### src/rtl/product_bcd_converter_if.sv
// Handshake bundle between the product source and the BCD converter.
//   start  : request a conversion of binary (master -> slave)
//   binary : unsigned value to convert      (master -> slave)
//   ready  : converter idle, start accepted (slave -> master)
//   valid  : one-cycle result strobe        (slave -> master)
//   bcd    : packed BCD digits, MSD on top  (slave -> master)
//   blank  : per-digit leading-zero mask    (slave -> master)
interface product_bcd_converter_if #(
   parameter int unsigned WIDTH  = 8,
   parameter int unsigned DIGITS = 3
) ();

   logic                  start;
   logic [WIDTH-1:0]      binary;
   logic                  ready;
   logic                  valid;
   logic [4*DIGITS-1:0]   bcd;
   logic [DIGITS-1:0]     blank;

   modport master (
      output start, binary,
      input  ready, valid, bcd, blank
   );

   modport slave (
      input  start, binary,
      output ready, valid, bcd, blank
   );

endinterface

### src/rtl/product_bcd_converter.sv
// Sequential shift-and-add-3 (double dabble) binary-to-BCD converter.
// Accepts a WIDTH-bit value on start/ready, returns DIGITS packed BCD digits
// and a leading-zero blank mask WIDTH cycles later with a one-cycle valid.
//   clock : rising-edge clock
//   reset : synchronous, active-high
//   bus   : slave side of product_bcd_converter_if (start, binary, ready,
//           valid, bcd, blank)
module product_bcd_converter #(
   parameter int unsigned WIDTH      = 8,
   parameter int unsigned DIGITS     = 3,
   parameter int unsigned COUNT_BITS = 4
) (
   input logic                    clock,
   input logic                    reset,
   product_bcd_converter_if.slave bus
);

   localparam int unsigned BCD_W = 4 * DIGITS;
   // Reset display shows a single "0": every digit blanked except digit 0.
   localparam logic [DIGITS-1:0] BLANK_RST = ~DIGITS'(1);

   typedef enum logic {IDLE, SHIFT} state_e;

   state_e                  state_q,   state_d;
   logic [WIDTH-1:0]        shift_q,   shift_d;
   logic [BCD_W-1:0]        scratch_q, scratch_d;
   logic [COUNT_BITS-1:0]   cnt_q,     cnt_d;
   logic                    ready_q,   ready_d;
   logic                    valid_q,   valid_d;
   logic [BCD_W-1:0]        bcd_q,     bcd_d;
   logic [DIGITS-1:0]       blank_q,   blank_d;

   logic [BCD_W-1:0]        adj;
   logic                    higher_zero;

   // Next-state, datapath and output decode
   always_comb begin
      state_d     = state_q;
      shift_d     = shift_q;
      scratch_d   = scratch_q;
      cnt_d       = cnt_q;
      ready_d     = ready_q;
      valid_d     = 1'b0;
      bcd_d       = bcd_q;
      blank_d     = blank_q;
      adj         = scratch_q;
      higher_zero = 1'b1;

      // Add-3 correction: a nibble >= 5 would exceed 9 after doubling
      for (int i = 0; i < int'(DIGITS); i++) begin
         if (scratch_q[4*i +: 4] >= 4'd5) begin
            adj[4*i +: 4] = scratch_q[4*i +: 4] + 4'd3;
         end
      end

      case (state_q)
         IDLE: begin
            if (bus.start) begin
               shift_d   = bus.binary;
               scratch_d = '0;
               cnt_d     = '0;
               ready_d   = 1'b0;
               state_d   = SHIFT;
            end
         end

         SHIFT: begin
            // Shift the combined register; binary MSB enters scratch bit 0
            {scratch_d, shift_d} = {adj, shift_q} << 1;
            cnt_d = cnt_q + COUNT_BITS'(1);

            if (cnt_q == COUNT_BITS'(WIDTH - 1)) begin
               bcd_d = scratch_d;
               // Digit i blanks only when it and every digit above it are zero
               for (int i = int'(DIGITS) - 1; i >= 1; i--) begin
                  higher_zero = higher_zero & (scratch_d[4*i +: 4] == 4'd0);
                  blank_d[i]  = higher_zero;
               end
               blank_d[0] = 1'b0;
               valid_d    = 1'b1;
               ready_d    = 1'b1;
               state_d    = IDLE;
            end
         end

         default: state_d = IDLE;
      endcase
   end

   // State and output registers
   always_ff @(posedge clock) begin
      if (reset) begin
         state_q   <= IDLE;
         shift_q   <= '0;
         scratch_q <= '0;
         cnt_q     <= '0;
         ready_q   <= 1'b1;
         valid_q   <= 1'b0;
         bcd_q     <= '0;
         blank_q   <= BLANK_RST;
      end else begin
         state_q   <= state_d;
         shift_q   <= shift_d;
         scratch_q <= scratch_d;
         cnt_q     <= cnt_d;
         ready_q   <= ready_d;
         valid_q   <= valid_d;
         bcd_q     <= bcd_d;
         blank_q   <= blank_d;
      end
   end

   assign bus.ready = ready_q;
   assign bus.valid = valid_q;
   assign bus.bcd   = bcd_q;
   assign bus.blank = blank_q;

endmodule

### src/flat_wrapper.sv
// flat-port wrapper written by rule: the top's interface ports become plain ports
module product_bcd_converter_flat 
#(
   parameter int unsigned WIDTH      = 8,
   parameter int unsigned DIGITS     = 3,
   parameter int unsigned COUNT_BITS = 4
)
  (clock, reset, bus_start, bus_binary, bus_ready, bus_valid, bus_bcd, bus_blank);
  product_bcd_converter_if #(.WIDTH(WIDTH), .DIGITS(DIGITS)) bus_i ();
  input logic clock;
  input logic reset;
  input wire logic [$bits(bus_i.start)-1:0] bus_start;
  input wire logic [$bits(bus_i.binary)-1:0] bus_binary;
  output wire logic [$bits(bus_i.ready)-1:0] bus_ready;
  output wire logic [$bits(bus_i.valid)-1:0] bus_valid;
  output wire logic [$bits(bus_i.bcd)-1:0] bus_bcd;
  output wire logic [$bits(bus_i.blank)-1:0] bus_blank;
  assign bus_i.start = bus_start;
  assign bus_i.binary = bus_binary;
  assign bus_ready = bus_i.ready;
  assign bus_valid = bus_i.valid;
  assign bus_bcd = bus_i.bcd;
  assign bus_blank = bus_i.blank;
  product_bcd_converter #(.WIDTH(WIDTH), .DIGITS(DIGITS), .COUNT_BITS(COUNT_BITS)) u_core (.clock(clock), .reset(reset), .bus(bus_i));
endmodule
### config.mk
export PLATFORM = sky130hd
export DESIGN_NAME = product_bcd_converter_flat
export DESIGN_NICKNAME = d
export VERILOG_FILES = /design/src/rtl/product_bcd_converter_if.sv /design/src/rtl/product_bcd_converter.sv /design/src/flat_wrapper.sv
export SDC_FILE = /design/constraint.sdc
export NUM_CORES = 1
export LEC_CHECK = 0
export CORE_MARGIN = 3
export CORE_UTILIZATION = 25
export CTS_CLUSTER_DIAMETER = 50
export CTS_CLUSTER_SIZE = 8
export DETAILED_ROUTE_END_ITERATION = 10
export PLACE_DENSITY_LB_ADDON = 0.05
export SLEW_MARGIN = 20
export SYNTH_ARGS = -nofsm -noshare
export SYNTH_HDL_FRONTEND = slang
export SYNTH_SLANG_ARGS = --single-unit
### constraint.sdc
create_clock -name clock -period 4.5 [get_ports clock]
set_clock_uncertainty 0.15 [all_clocks]
set_input_delay 0.9 -clock clock [delete_from_list [all_inputs] [get_ports clock]]
set_output_delay 0.9 -clock clock [all_outputs]
set_load 0.01 [all_outputs]
==> summary.txt <==
status: finished, final reports clean
syn avg cell area: 8.270 µm²
multi-input logic area: 1008 µm²
Register Area: 820.8 µm²
CP required: 4.54 ns
Critical Path Source Type: flop
root buffer cell: clkbuf_8
Layout Utilization: 31.36%
first-pass GRT wire length: 7.555 mm
CTS tree: yes
mapped cell area: 1927 µm²
fraction of layout cells with a size suffix above 1: 6.400%
net count after synthesis: 251
crit path max fanout: 24
ratio of final minimum period to clock period: 51.80%
total track usage: 10.97%
WS Path Type: reg2reg
DRC: 0
core area: 7370 µm²
type of the worst min-delay path: reg2reg
Die ar.: 8797 µm²
Fillers: 813
H-tree depth: 2
Hold Fails Final Rpt: 0
# IOs: 28
#FFs+latches synth: 41
post-synthesis sequential area ratio: 42.60%
crit path capture type: flop
Clk pwr share: 34.8%
FMAX: 0.4290 GHz
Routed Wire Length: 4.416 mm
gr ovfl total: 0
pin count of the biggest net entering global routing: 42
slowest library cell on the worst path: dfxtp_1
drt wl/cell: 12.65 µm
row cnt: 31
fin. max-slew vios: 0
Critical Path AT: 2.38 ns
asr flop ratio synth: 0%
post-CTS sizing: 0
Combinational Power Share: 6.9%
# placed instances: 343
Design Area, Final: 2311 µm²
Final Critical Period: 2.331 ns
FF-to-FF setup slack: 2.17 ns
Final setup viols: 0
drt pass-1 iters: 4
starting density of the core: 26.15%
Netlist cell types: 33
initial antenna violation count: 0
Crit Reg-Reg Startpoint: u_core.state_q
Synth Warn #: 0
hold endpoint: u_core.bus.bcd[2]
initial drt markers: 43
Post-synth top flop: dfxtp_1
number of synthesized flops with an enable pin: 0
overall power: 0.6475 mW
worst-margin pin slew: 0.8436 ns
Placer Congestion: 0.7697
TritonCTS Buffers: 5
Post-CTS Setup Bufs: 0
Pleak: 0.8708 nW
Cell Area, Placed: 2242 µm²
area growth from synthesis to layout: 19.94%
Post-Syn Instances: 233
PortBufs: 26
setup TNS: 0 ns
vias: 1,564
Reg power frac: 58.3%
Clock Path Buffers: 2
Final ANT Viol Nets: 0
most common cell after layout, fill and taps aside: dfxtp_1
# nets final: 269
maxcap violations: 0
Min-Delay Path Depth: 2
Sw Ratio: 24.15%
clk sink count: 41
max incr delay on CP: 0.88 ns
DR vias/cell: 4.481
n_diodes: 0
commonest non-fill, non-tap cells in the layout: dfxtp_1, a21oi_1, nor2_1, nand2_1, clkdlybuf4s50_1
Horiz. Die Dim: 93.79 µm
worst vdd ir: 0.00009078 V
Slew headroom: 43.68%
RR Endpoint: u_core.bus.blank[1]
post-DP HPWL: 2.855 mm
pwr/cell area: 280.2 nW/µm²
Net Switching: 0.1564 mW
path depth of the worst reg2reg path: 4
die span in y: 93.79 µm
CTS Hold Bufs: 0
Finished Layout Cells: 349
later-pin clock latency in the skew report: 0.29 ns
clock slew at reported path FFs: 0.08 ns
internal power: 0.4911 mW
RSZ-0062 raised after global routing: false
worst hold start: u_core.bus.bcd[2]
number of global-route vias before repair: 1,545
critical path, cell by cell: nand4b_4, nor3_4, nand3_2, o41ai_2
-- power by group through the flow --
stage | clock [mW] | sequential, mW | combinational, mW
after floorplan | 0 | 0.382 | 0.0335
after global placement | 0 | 0.386 | 0.0464
after detailed placement | 0 | 0.386 | 0.0460
after CTS | 0.246 | 0.378 | 0.0461
after global routing | 0.255 | 0.379 | 0.0504
final | 0.225 | 0.378 | 0.0445
-- critical path, delay by kind of cell, from the launching register on --
family / cells / cell delay (ns)
AO/OA/AOI/OAI: 1 / 0.34
flip-flops: 1 / 0.88
AND/OR/NAND/NOR: 3 / 0.87
-- state kept, by name, summed over array words and instances (netlist names) --
signal,cells
u_core.bus.bcd,12
u_core.scratch_q,12
u_core.shift_q,8
u_core.cnt_q,4
u_core.bus.blank,2
u_core.bus.ready,1
u_core.bus.valid,1
u_core.state_q,1
-- synthesized netlist by cell type (2+ instances only) --
cell / n / area [µm²]
o21ai_1: 4 / 20.02
a211oi_1: 2 / 15.01
a21oi_1: 35 / 175.2
o21ai_0: 3 / 15.01
nand2_1: 26 / 97.59
xnor2_1: 3 / 26.28
inv_1: 7 / 26.28
nor3_1: 10 / 50.05
buf_2: 6 / 30.03
nor3b_1: 8 / 60.06
clkbuf_1: 8 / 30.03
nand3_1: 3 / 15.01
a21oi_2: 2 / 17.52
ha_1: 7 / 87.58
mux2i_1: 13 / 130.1
nor2_1: 34 / 127.6
nand2b_1: 6 / 37.54
dfxtp_1: 41 / 820.8
-- worst max-delay path by stage --
stage / from / depth (start not counted) / endpoint / slack, ns
after floorplan: u_core.scratch_q[9] / 7 / u_core.bus.blank[1] / 2.66
after CTS: bus_start / 4 / u_core.cnt_q[2] / 1.81
after global routing: u_core.state_q / 4 / u_core.bus.blank[1] / 1.96
after detailed placement: bus_start / 4 / u_core.cnt_q[2] / 1.50
final: u_core.state_q / 4 / u_core.bus.blank[1] / 2.17
after global placement: bus_start / 4 / u_core.cnt_q[2] / 1.54
-- per-layer routing --
metal	GRT usage, %	routed length, µm	up-vias	share of wire, %
met4	4.934	64	0	1.4
met1	13.41	2103	702	48
met3	2.724	179	5	4.1
met5	0	0	-	0
met2	18.10	2069	31	47
li1	-	-	826	-
-- cells by family after synthesis --
family / synth area share [%]
buffers and inverters: 5.065
other: 0.1946
AOI/OAI and AO/OA: 15.13
adders and majority gates: 4.545
muxes: 6.753
xor gates and xnor gates: 1.364
DFF: 42.60
and+or+nand+nor: 24.35
-- through the flow --
step	hold WS (ns)	setup slack (ns)
5_1_grt	0.3295	1.960
6_report	0.3037	2.169
3_5_place_dp	0.2993	1.498
4_1_cts	0.3095	1.811
2_1_floorplan	0.2946	2.661
3_3_place_gp	0.2972	1.544
-- final cells by class --
cell class / count / area share, %
Timing Repair Buffer: 27 / 11.15
Clock inverter: 1 / 0.2166
Clock buffer: 5 / 2.978
Sequential cell: 41 / 35.52
Inverter: 7 / 1.137
Tap cell: 99 / 5.360
Multi-Input combinational cell: 169 / 43.64
Power figures use the tool's default switching activity.
